## src/rtl/encoder4_2_seq.sv

```systemverilog
// Registered 4-to-2 priority encoder with a one-deep valid/ready output buffer.
// It also keeps a saturating count of accepted multi-hot words.
module encoder4_2_seq (
  input  logic       clk,
  input  logic       rst_n,
  input  logic       in_valid,
  output logic       in_ready,
  input  logic [3:0] in_code,
  output logic       out_valid,
  input  logic       out_ready,
  output logic [1:0] y,
  output logic       zero,
  output logic       multi,
  input  logic       err_clr,
  output logic [7:0] err_cnt
);

  localparam int DATA_W = 4;
  localparam int CNT_W  = 8;

  typedef enum logic {EMPTY = 1'b0, FULL = 1'b1} state_t;

  state_t            state_q, state_d;
  logic              accept, drain;
  logic [1:0]        y_p1;
  logic              zero_p1, multi_p1;
  logic [CNT_W-1:0]  err_cnt_p1;

  function automatic logic [1:0] enc_prio(input logic [DATA_W-1:0] c);
    if (c[3])      return 2'b11;
    else if (c[2]) return 2'b10;
    else if (c[1]) return 2'b01;
    else           return 2'b00;
  endfunction

  // Clearing the lowest set bit leaves something only if two or more bits were set.
  function automatic logic is_multi(input logic [DATA_W-1:0] c);
    return (c & (c - 4'd1)) != 4'd0;
  endfunction

  function automatic logic [CNT_W-1:0] sat_inc(input logic [CNT_W-1:0] c);
    return (c == {CNT_W{1'b1}}) ? c : c + 8'd1;
  endfunction

  assign out_valid = (state_q == FULL);
  assign in_ready  = (state_q == EMPTY) | out_ready;
  assign accept    = in_valid & in_ready;
  assign drain     = out_valid & out_ready;

  always_comb begin
    state_d = state_q;
    case (state_q)
      EMPTY:   if (accept) state_d = FULL;
      FULL:    if (drain && !accept) state_d = EMPTY;
      default: state_d = EMPTY;
    endcase
  end

  always_ff @(posedge clk or negedge rst_n) begin
    if (!rst_n) state_q <= EMPTY;
    else        state_q <= state_d;
  end

  // Stage p1: result register, loaded only on accept and otherwise held.
  always_ff @(posedge clk or negedge rst_n) begin
    if (!rst_n) begin
      y_p1     <= 2'b00;
      zero_p1  <= 1'b0;
      multi_p1 <= 1'b0;
    end else if (accept) begin
      y_p1     <= enc_prio(in_code);
      zero_p1  <= (in_code == 4'b0000);
      multi_p1 <= is_multi(in_code);
    end
  end

  always_ff @(posedge clk or negedge rst_n) begin
    if (!rst_n)                           err_cnt_p1 <= '0;
    else if (err_clr)                     err_cnt_p1 <= '0;
    else if (accept && is_multi(in_code)) err_cnt_p1 <= sat_inc(err_cnt_p1);
  end

  assign y       = y_p1;
  assign zero    = zero_p1;
  assign multi   = multi_p1;
  assign err_cnt = err_cnt_p1;

endmodule
```

## config.mk

```make
export PLATFORM = sky130hd
export DESIGN_NAME = encoder4_2_seq
export DESIGN_NICKNAME = d
export VERILOG_FILES = /design/src/rtl/encoder4_2_seq.sv
export SDC_FILE = /design/constraint.sdc
export NUM_CORES = 1
export LEC_CHECK = 0
export BUFFER_PORTS_ARGS = -buffer_cell sky130_fd_sc_hd__buf_2
export CELL_PAD_IN_SITES_DETAIL_PLACEMENT = 1
export CELL_PAD_IN_SITES_GLOBAL_PLACEMENT = 1
export CORE_UTILIZATION = 35
export DETAILED_ROUTE_END_ITERATION = 7
export GPL_ROUTABILITY_DRIVEN = 0
export GPL_TIMING_DRIVEN = 0
export PLACE_DENSITY_LB_ADDON = 0.12
export SLEW_MARGIN = 20
export SYNTH_ARGS = -nofsm -noshare
export SYNTH_HDL_FRONTEND = slang
export SYNTH_SLANG_ARGS = --single-unit
export TNS_END_PERCENT = 1
```

## constraint.sdc

```tcl
create_clock -name clk -period 1.8 [get_ports clk]
set_input_delay 0.36 -clock clk [delete_from_list [all_inputs] [get_ports clk]]
set_output_delay 0.36 -clock clk [all_outputs]
set_load 0.005 [all_outputs]
```

== After elaboration in Yosys (flattened, before gate mapping) ==
Cells that the tools add are included.
W data, S select, Z words.

* Bitwise operators: 5
* Add/subtract/negate cells: 2
* Mux-type cells: 9
* Reductions and logical operators: 7
* Eq/ne operators: 2

{| class="wikitable"
|+ Operators by type and width
! kind !! number
|-
| $mux W8 || 3
|-
| $add A8 B1 Y8 const B || 1
|-
| $eq A8 B8 Y1 const B || 1
|-
| $and A4 B4 Y4 || 1
|-
| $logic_not A4 Y1 || 1
|-
| $mux W2 || 2
|-
| $reduce_bool A4 Y1 || 1
|-
| $sub A4 B1 Y4 const B || 1
|-
| $mux W1 || 3
|-
| $and A1 B1 Y1 || 2
|-
| $logic_and A1 B1 Y1 || 2
|-
| $ne A2 B2 Y1 const B || 1
|-
| $pmux W1 S2 || 1
|-
| $reduce_and A2 Y1 || 1
|-
| $reduce_bool A2 Y1 || 1
|-
| $logic_not A1 Y1 || 1
|-
| $not A1 Y1 || 1
|-
| $or A1 B1 Y1 || 1
|}

* Output and inout bits: 14
* Logic and storage cells: 30
* Register bits: 13

== Depth between registers and ports, before layout ==
Gate-level depths: netlist (run 1).

* Word-level depth: 7
* Mapped depth: 5
* Mapped depth without buffers: 5

== Least setup slack after synthesis (run 1) ==
No wires, ideal clock.

* Kind: input-to-reg
* Start: input port out_ready
* End: register err_cnt_p1[5], in the netlist err_cnt[5]
* Arrival: 1.400 ns
* Path slack: 0.273 ns
* Stages: 5
* Data required time: 1.672 ns
* Path through: nand2b_1 > nand2_1 > clkbuf_8 > nor4_1 > mux2_1

* Word-level cells in the longest chain between the ends: 5

{| class="wikitable"
|+ Ends and longest elaborated chain
! element !! RTL line !! source
|-
| start: declaration || 10 || <nowiki>input logic out_ready,</nowiki>
|-
| $or A1 B1 Y1 || 46 || <nowiki>assign in_ready = (state_q == EMPTY) | out_ready;</nowiki>
|-
| $and A1 B1 Y1 || 47 || <nowiki>assign accept = in_valid & in_ready;</nowiki>
|-
| $logic_and A1 B1 Y1 || 80 || <nowiki>else if (accept && is_multi(in_code)) err_cnt_p1 <= sat_inc(err_cnt_p1);</nowiki>
|-
| $reduce_bool A2 Y1 (no line) || n/a ||
|-
| $reduce_and A2 Y1 (no line) || n/a ||
|-
| end signal: assignment || 80 ||
|-
| end: declaration || 27 || <nowiki>logic [CNT_W-1:0] err_cnt_p1;</nowiki>
|}

No other way between the ends.
A chain may end at the register's enable or synchronous reset.

== Final worst setup path (run 1) ==
* Start: register state_q, in the netlist out_valid
* End: register err_cnt_p1[7], in the netlist err_cnt[7]

* Word-level cells in the longest chain between the ends: 6

{| class="wikitable"
|+ Ends and longest elaborated chain
! element !! RTL line !! source
|-
| start: declaration || 23 || <nowiki>state_t state_q, state_d;</nowiki>
|-
| start signal: assignment || 61 || <nowiki>else state_q <= state_d;</nowiki>
|-
| $not A1 Y1 || 46 ||
|-
| $or A1 B1 Y1 || 46 ||
|-
| $and A1 B1 Y1 || 47 ||
|-
| $logic_and A1 B1 Y1 || 80 ||
|-
| $reduce_bool A2 Y1 (no line) || n/a ||
|-
| $reduce_and A2 Y1 (no line) || n/a ||
|}

No other way between the ends.

==> flow_summary.yaml, run 1 <==
pwr:
  peakVddDrop_mv: 0.338
  p_leak_nw: 0.442
  p_comb_frac: 0.160
  p_int_w: 0.000439
  seq_power_share: 0.529
  p_sw_w: 0.000159
  finalPower_w: 0.000597
  power.density_mw_per_mm2: 653
  clkPwrFrac: 0.311
  switching_share: 0.266
global_route:
  grt_max_degree: 14
  grt_busiest_layer: "met2"
  grt_pass1_wl_um: 2740
  met2_usage: 0.299
  gr-usage-met1: 0.222
  grt_util_met3: 0.0340
  overflow: 0
  antenna_found_initial: 0
  grt_pass1_vias: 610
  track_usage: 0.181
logic_synthesis:
  synth.yosys.seq_area_share: 0.446
  synth_cell_types: 29
  ys_warn_count: 0
  synth_edf_count: 0
  synthArstFlopShare: 1.00
  syn_nets: 84
  yosys_register_bits: 13
  synth_area_um2: 729
  synthCells: 74
  ys.flop_type: "dfrtp_1"
  syn-mean-instance-area_um2: 9.86
placement:
  hpwl_um: 1220
  io_buffers: 22
floorplanning:
  num_io_pins: 23
  die-area_mm2: 0.00227
  rows: 16
  start_util: 0.372
  die-width_um: 47.7
  die_h_um: 47.7
  fp.coreArea_mm2: 0.00196
worst_setup_path:
  startpoint_type: "register"
  endpoint_kind: "register"
  regToRegSetupSlack_ns: 0.13
  path_max_fanout: 10
  critPathRequiredTime_ns: 1.97
  path_class: "reg2reg"
  reg2reg_depth: 5
  arrival_ns: 1.84
routing:
  drtPass1Iterations: 4
  detail_route.iter0.violations: 6
  wl_per_cell_um: 13.2
  drt-vias-per-instance: 5.03
  vias: 644
  route.detailed.drc: 0
  drtAntennaViolNets: 0
  wl_um: 1690
clocking:
  htree_levels: 1
  clock-sinks: 13
  root_buffer: "clkbuf_4"
  numCtsBuffers: 3
  cts_tree: "done"
  path_clk_slew_ns: 0.09
  clock_latency_ns: 0.28
  cts_buffer_depth: 2
sta:
  finalSetupTns_ns: 0
  period_share: 0.925
  max_freq_ghz: 0.601
  fin_crit_ns: 1.67
  finalClockSkew_ns: 0.00753
  setup_viol: 0
  timing.final.hold_violations: 0
  worstMarginPinSlew_ns: 0.365
  slew_viol_final: 0
  slew_headroom: 0.757
  rsz0062_at_grt: "false"
layout:
  layout_commonest_cell: "buf_2"
  drive_above_1_share: 0.356
  antenna_cells: 0
  nets: 112
  area_growth_pct: 25.4
  layout_common_cells: "22 x buf_2, 13 x dfrtp_1, 7 x nand2_1, 6 x nor2_1, 6 x o21ai_0"
run:
  cap_violations: 0
status:
  outcome: "complete, no violations"
min_path:
  hold_depth: 2
  hold_class: "in2reg"
-- flip-flops by register name (all words and copies together), names as in the netlist --
| signal | flops |
|---|---|
| zero | 1 |
| out_valid | 1 |
| y | 2 |
| multi | 1 |
| err_cnt | 8 |
-- metal layers --
layer | share of wire | wire, um
met1 | 0.48 | 808
met2 | 0.47 | 785
met5 | 0 | 0
met3 | 0.036 | 61
met4 | 0.017 | 29
-- power groups by stage --
stage          sequential (W)  combinational (W)  clock (W)
2_1_floorplan        0.000324          0.0000471          0
4_1_cts              0.000316          0.0000966   0.000199
6_report             0.000316          0.0000957   0.000186
3_5_place_dp         0.000322          0.0000946          0
5_1_grt              0.000319           0.000111   0.000212
3_3_place_gp         0.000321          0.0000925          0
-- path summary, 6_finish.rpt --
kind,start,endpoint
setup reg to reg,out_valid,err_cnt[7]
max in group asynchronous,rst_n,y[1]
hold reg to reg,multi,multi
setup / recovery,out_valid,err_cnt[7]
min in group asynchronous,rst_n,err_cnt[4]
hold / removal,in_code[1],zero
-- Yosys cell counts (2+ instances only) --
cell type  number  area (um2)
dfrtp_1        13         325
nand2_1         7        26.3
nor2_1          6        22.5
o21ai_0         6        30.0
a21oi_1         4        20.0
nand2b_1        4        25.0
or3_1           4        25.0
and2b_2         2        17.5
mux2_1          2        22.5
mux2_2          2        22.5
nand3_1         2        10.0
nand4_1         2        12.5
nor2b_1         2        12.5
nor4_1          2        12.5
o2111ai_1       2        17.5
-- critical path, cell delays in order (launching register included) --
cell,delay (ns)
dfrtp_1,0.38
nand2b_1,0.20
nand2_1,0.13
clkbuf_8,0.18
nor4_1,0.32
mux2_1,0.35
-- cell families after synthesis --
kind of cell,count (synthesis),synth area share
simple gates,36,0.276
buf+inv,4,0.0514
mux,5,0.0755
fa+ha+maj,2,0.0360
compound gates,14,0.115
flops,13,0.446
-- through the flow --
step | cells | setup WS, ns | util | area (um2) | hold WS (ns)
global route | 128 | 0.0206 | 0.466 | 915 | 0.322
finish | 128 | 0.135 | 0.466 | 915 | 0.312
detailed placement | 123 | 0.0221 | 0.445 | 873 | 0.271
global placement | 123 | 0.0753 | 0.445 | 873 | 0.267
floorplan | 74 | 0.273 | - | 729 | 0.0644
CTS | 128 | 0.122 | 0.464 | 910 | 0.303
-- what timing repair did --
item	in CTS	in global routing
hold endpoints to repair	13	0
resized for setup	0	1
hold buffers	1	0
setup endpoints to repair	0	1
buffers inserted	0	0
-- final cells by class --
class / instances / area, um2
fillers: 261 / 1050
multi-input cells: 57 / 372
flip-flops and latches: 13 / 325
repair buffers: 23 / 120
plain buffers: 3 / 33.8
well taps: 27 / 33.8
clock buffers: 4 / 26.3
inverters: 1 / 3.75
(Power assumes the default switching activity.)
==> run 2: changes to the inputs <==
--- a/config.mk
+++ b/config.mk
@@ -8,6 +8,7 @@
 export BUFFER_PORTS_ARGS = -buffer_cell sky130_fd_sc_hd__buf_2
 export CELL_PAD_IN_SITES_DETAIL_PLACEMENT = 1
 export CELL_PAD_IN_SITES_GLOBAL_PLACEMENT = 1
+export CORE_ASPECT_RATIO = 0.75
 export CORE_UTILIZATION = 35
 export DETAILED_ROUTE_END_ITERATION = 7
 export GPL_ROUTABILITY_DRIVEN = 0
==> run 2 against run 1 <==
Sequential power about the same; highest routed layer unchanged; combinational power hardly changed; final cell count is 3.9% lower; critical path type unchanged; first-iteration DRC count up 50%; die area barely moved; clock power down 5%.
==> flow_summary.yaml, run 2 (synthesis results as in run 1) <==
routing:
  detail_route.iter0.violations: 9
  drt-vias-per-instance: 5.18
  vias: 637
  wl_per_cell_um: 14.4
  drtPass1Iterations: 4
  drtAntennaViolNets: 0
  wl_um: 1770
  route.detailed.drc: 0
layout:
  layout_common_cells: "22 x buf_2, 13 x dfrtp_1, 7 x nand2_1, 6 x nor2_1, 6 x o21ai_0"
  nets: 112
  final_util: 0.498
  area_growth_pct: 25.4
  drive_above_1_share: 0.366
  layout_commonest_cell: "buf_2"
  stdcell_count: 123
  antenna_cells: 0
  largest_reg_flops: 8
global_route:
  grt_pass1_wl_um: 2860
  grt_pass1_vias: 592
  antenna_found_initial: 0
  grt_max_degree: 14
  track_usage: 0.178
  overflow: 0
sta:
  finalClockSkew_ns: 0.000684
  slew_headroom: 0.774
  finalSetupTns_ns: 0
  fin_crit_ns: 1.70
  setup_viol: 0
  slew_viol_final: 0
  worstMarginPinSlew_ns: 0.340
  timing.final.hold_violations: 0
  max_freq_ghz: 0.588
  period_share: 0.944
  layout_setup_ws_ns: 0.101
status:
  outcome: "complete, no violations"
min_path:
  hold_end: "zero"
  hp-start: "in_code[1]"
  hold_depth: 2
  hold_class: "in2reg"
worst_setup_path:
  r2r-start: "err_cnt[0]"
  path_max_fanout: 5
  rr_endpoint: "err_cnt[5]"
  critPathRequiredTime_ns: 1.96
  regToRegSetupSlack_ns: 0.10
  endpoint_kind: "register"
  startpoint_type: "register"
  reg2reg_depth: 5
  arrival_ns: 1.86
  path_class: "reg2reg"
placement:
  io_buffers: 22
  hpwl_um: 1330
  place_inst: 118
  pre_cts_ws_ns: -0.0148
floorplanning:
  start_util: 0.397
  die_h_um: 41.5
  die-area_mm2: 0.00227
  num_io_pins: 23
  fp.coreArea_mm2: 0.00184
  die-width_um: 54.7
  rows: 13
clocking:
  root_buffer: "clkbuf_4"
  htree_levels: 1
  numCtsBuffers: 3
  path_clk_slew_ns: 0.08
  clock_latency_ns: 0.27
  cts_buffer_depth: 2
  clock-sinks: 13
  cts_tree: "done"
pwr:
  p_leak_nw: 0.443
  finalPower_w: 0.000589
  peakVddDrop_mv: 0.484
  power.density_mw_per_mm2: 644
run:
  cap_violations: 0
## run 2: worst max-delay path by stage
| stage | endpoint | slack [ns] | cells past startpoint | start |
|---|---|---|---|---|
| after detailed placement | err_cnt[5] | -0.01 | 6 | out_ready |
| after global routing | err_cnt[5] | -0.01 | 5 | out_valid |
| after floorplan | err_cnt[5] | 0.27 | 5 | out_ready |
| after global placement | err_cnt[5] | 0.04 | 6 | out_ready |
| final | err_cnt[5] | 0.10 | 5 | err_cnt[0] |
| after CTS | err_cnt[5] | 0.04 | 5 | err_cnt[0] |
## run 2: final cells by class
class,instances,area [um2]
Buffer,3,33.8
Clock buffer,4,26.3
Fill cell,236,923
Inverter,1,3.75
Multi-Input combinational cell,57,378
Sequential cell,13,325
Tap cell,22,27.5
Timing Repair Buffer,23,120
## run 2: routing by layer
metal,global-route usage,vias up,share of wire
met2,0.248,19,0.46
li1,-,321,-
met5,0,-,0
met4,0.0462,0,0.0068
met3,0.0769,2,0.048
met1,0.248,295,0.49
## run 2: power by group
group	total [W]	switching [W]	internal [W]
Clock	0.000177	0.0000907	0.0000858
Combinational	0.0000960	0.0000504	0.0000456
Sequential	0.000317	0.00000970	0.000307
Total	0.000589	0.000151	0.000438
## run 2: per-stage QoR
stage,hold WS [ns],instance area (um2)
after floorplan,0.0644,729
after global placement,0.267,867
after detailed placement,0.266,867
after CTS,0.291,903
after global routing,0.286,915
final,0.301,915
## run 2: worst max-delay path, stage by stage (launching register included)
cell     delay, ns
dfrtp_1       0.43
ha_1          0.25
nand3_1       0.13
nor2_1        0.11
nor4_2        0.32
mux2_1        0.35
## run 2: repair_timing
| action | 4_1_cts | 5_1_grt |
|---|---|---|
| hold buffers | 1 | 0 |
| resized for setup | 0 | 2 |
| endpoints found under the setup margin | 0 | 2 |
| buffers inserted | 0 | 0 |
| endpoints found under the hold margin | 13 | 0 |
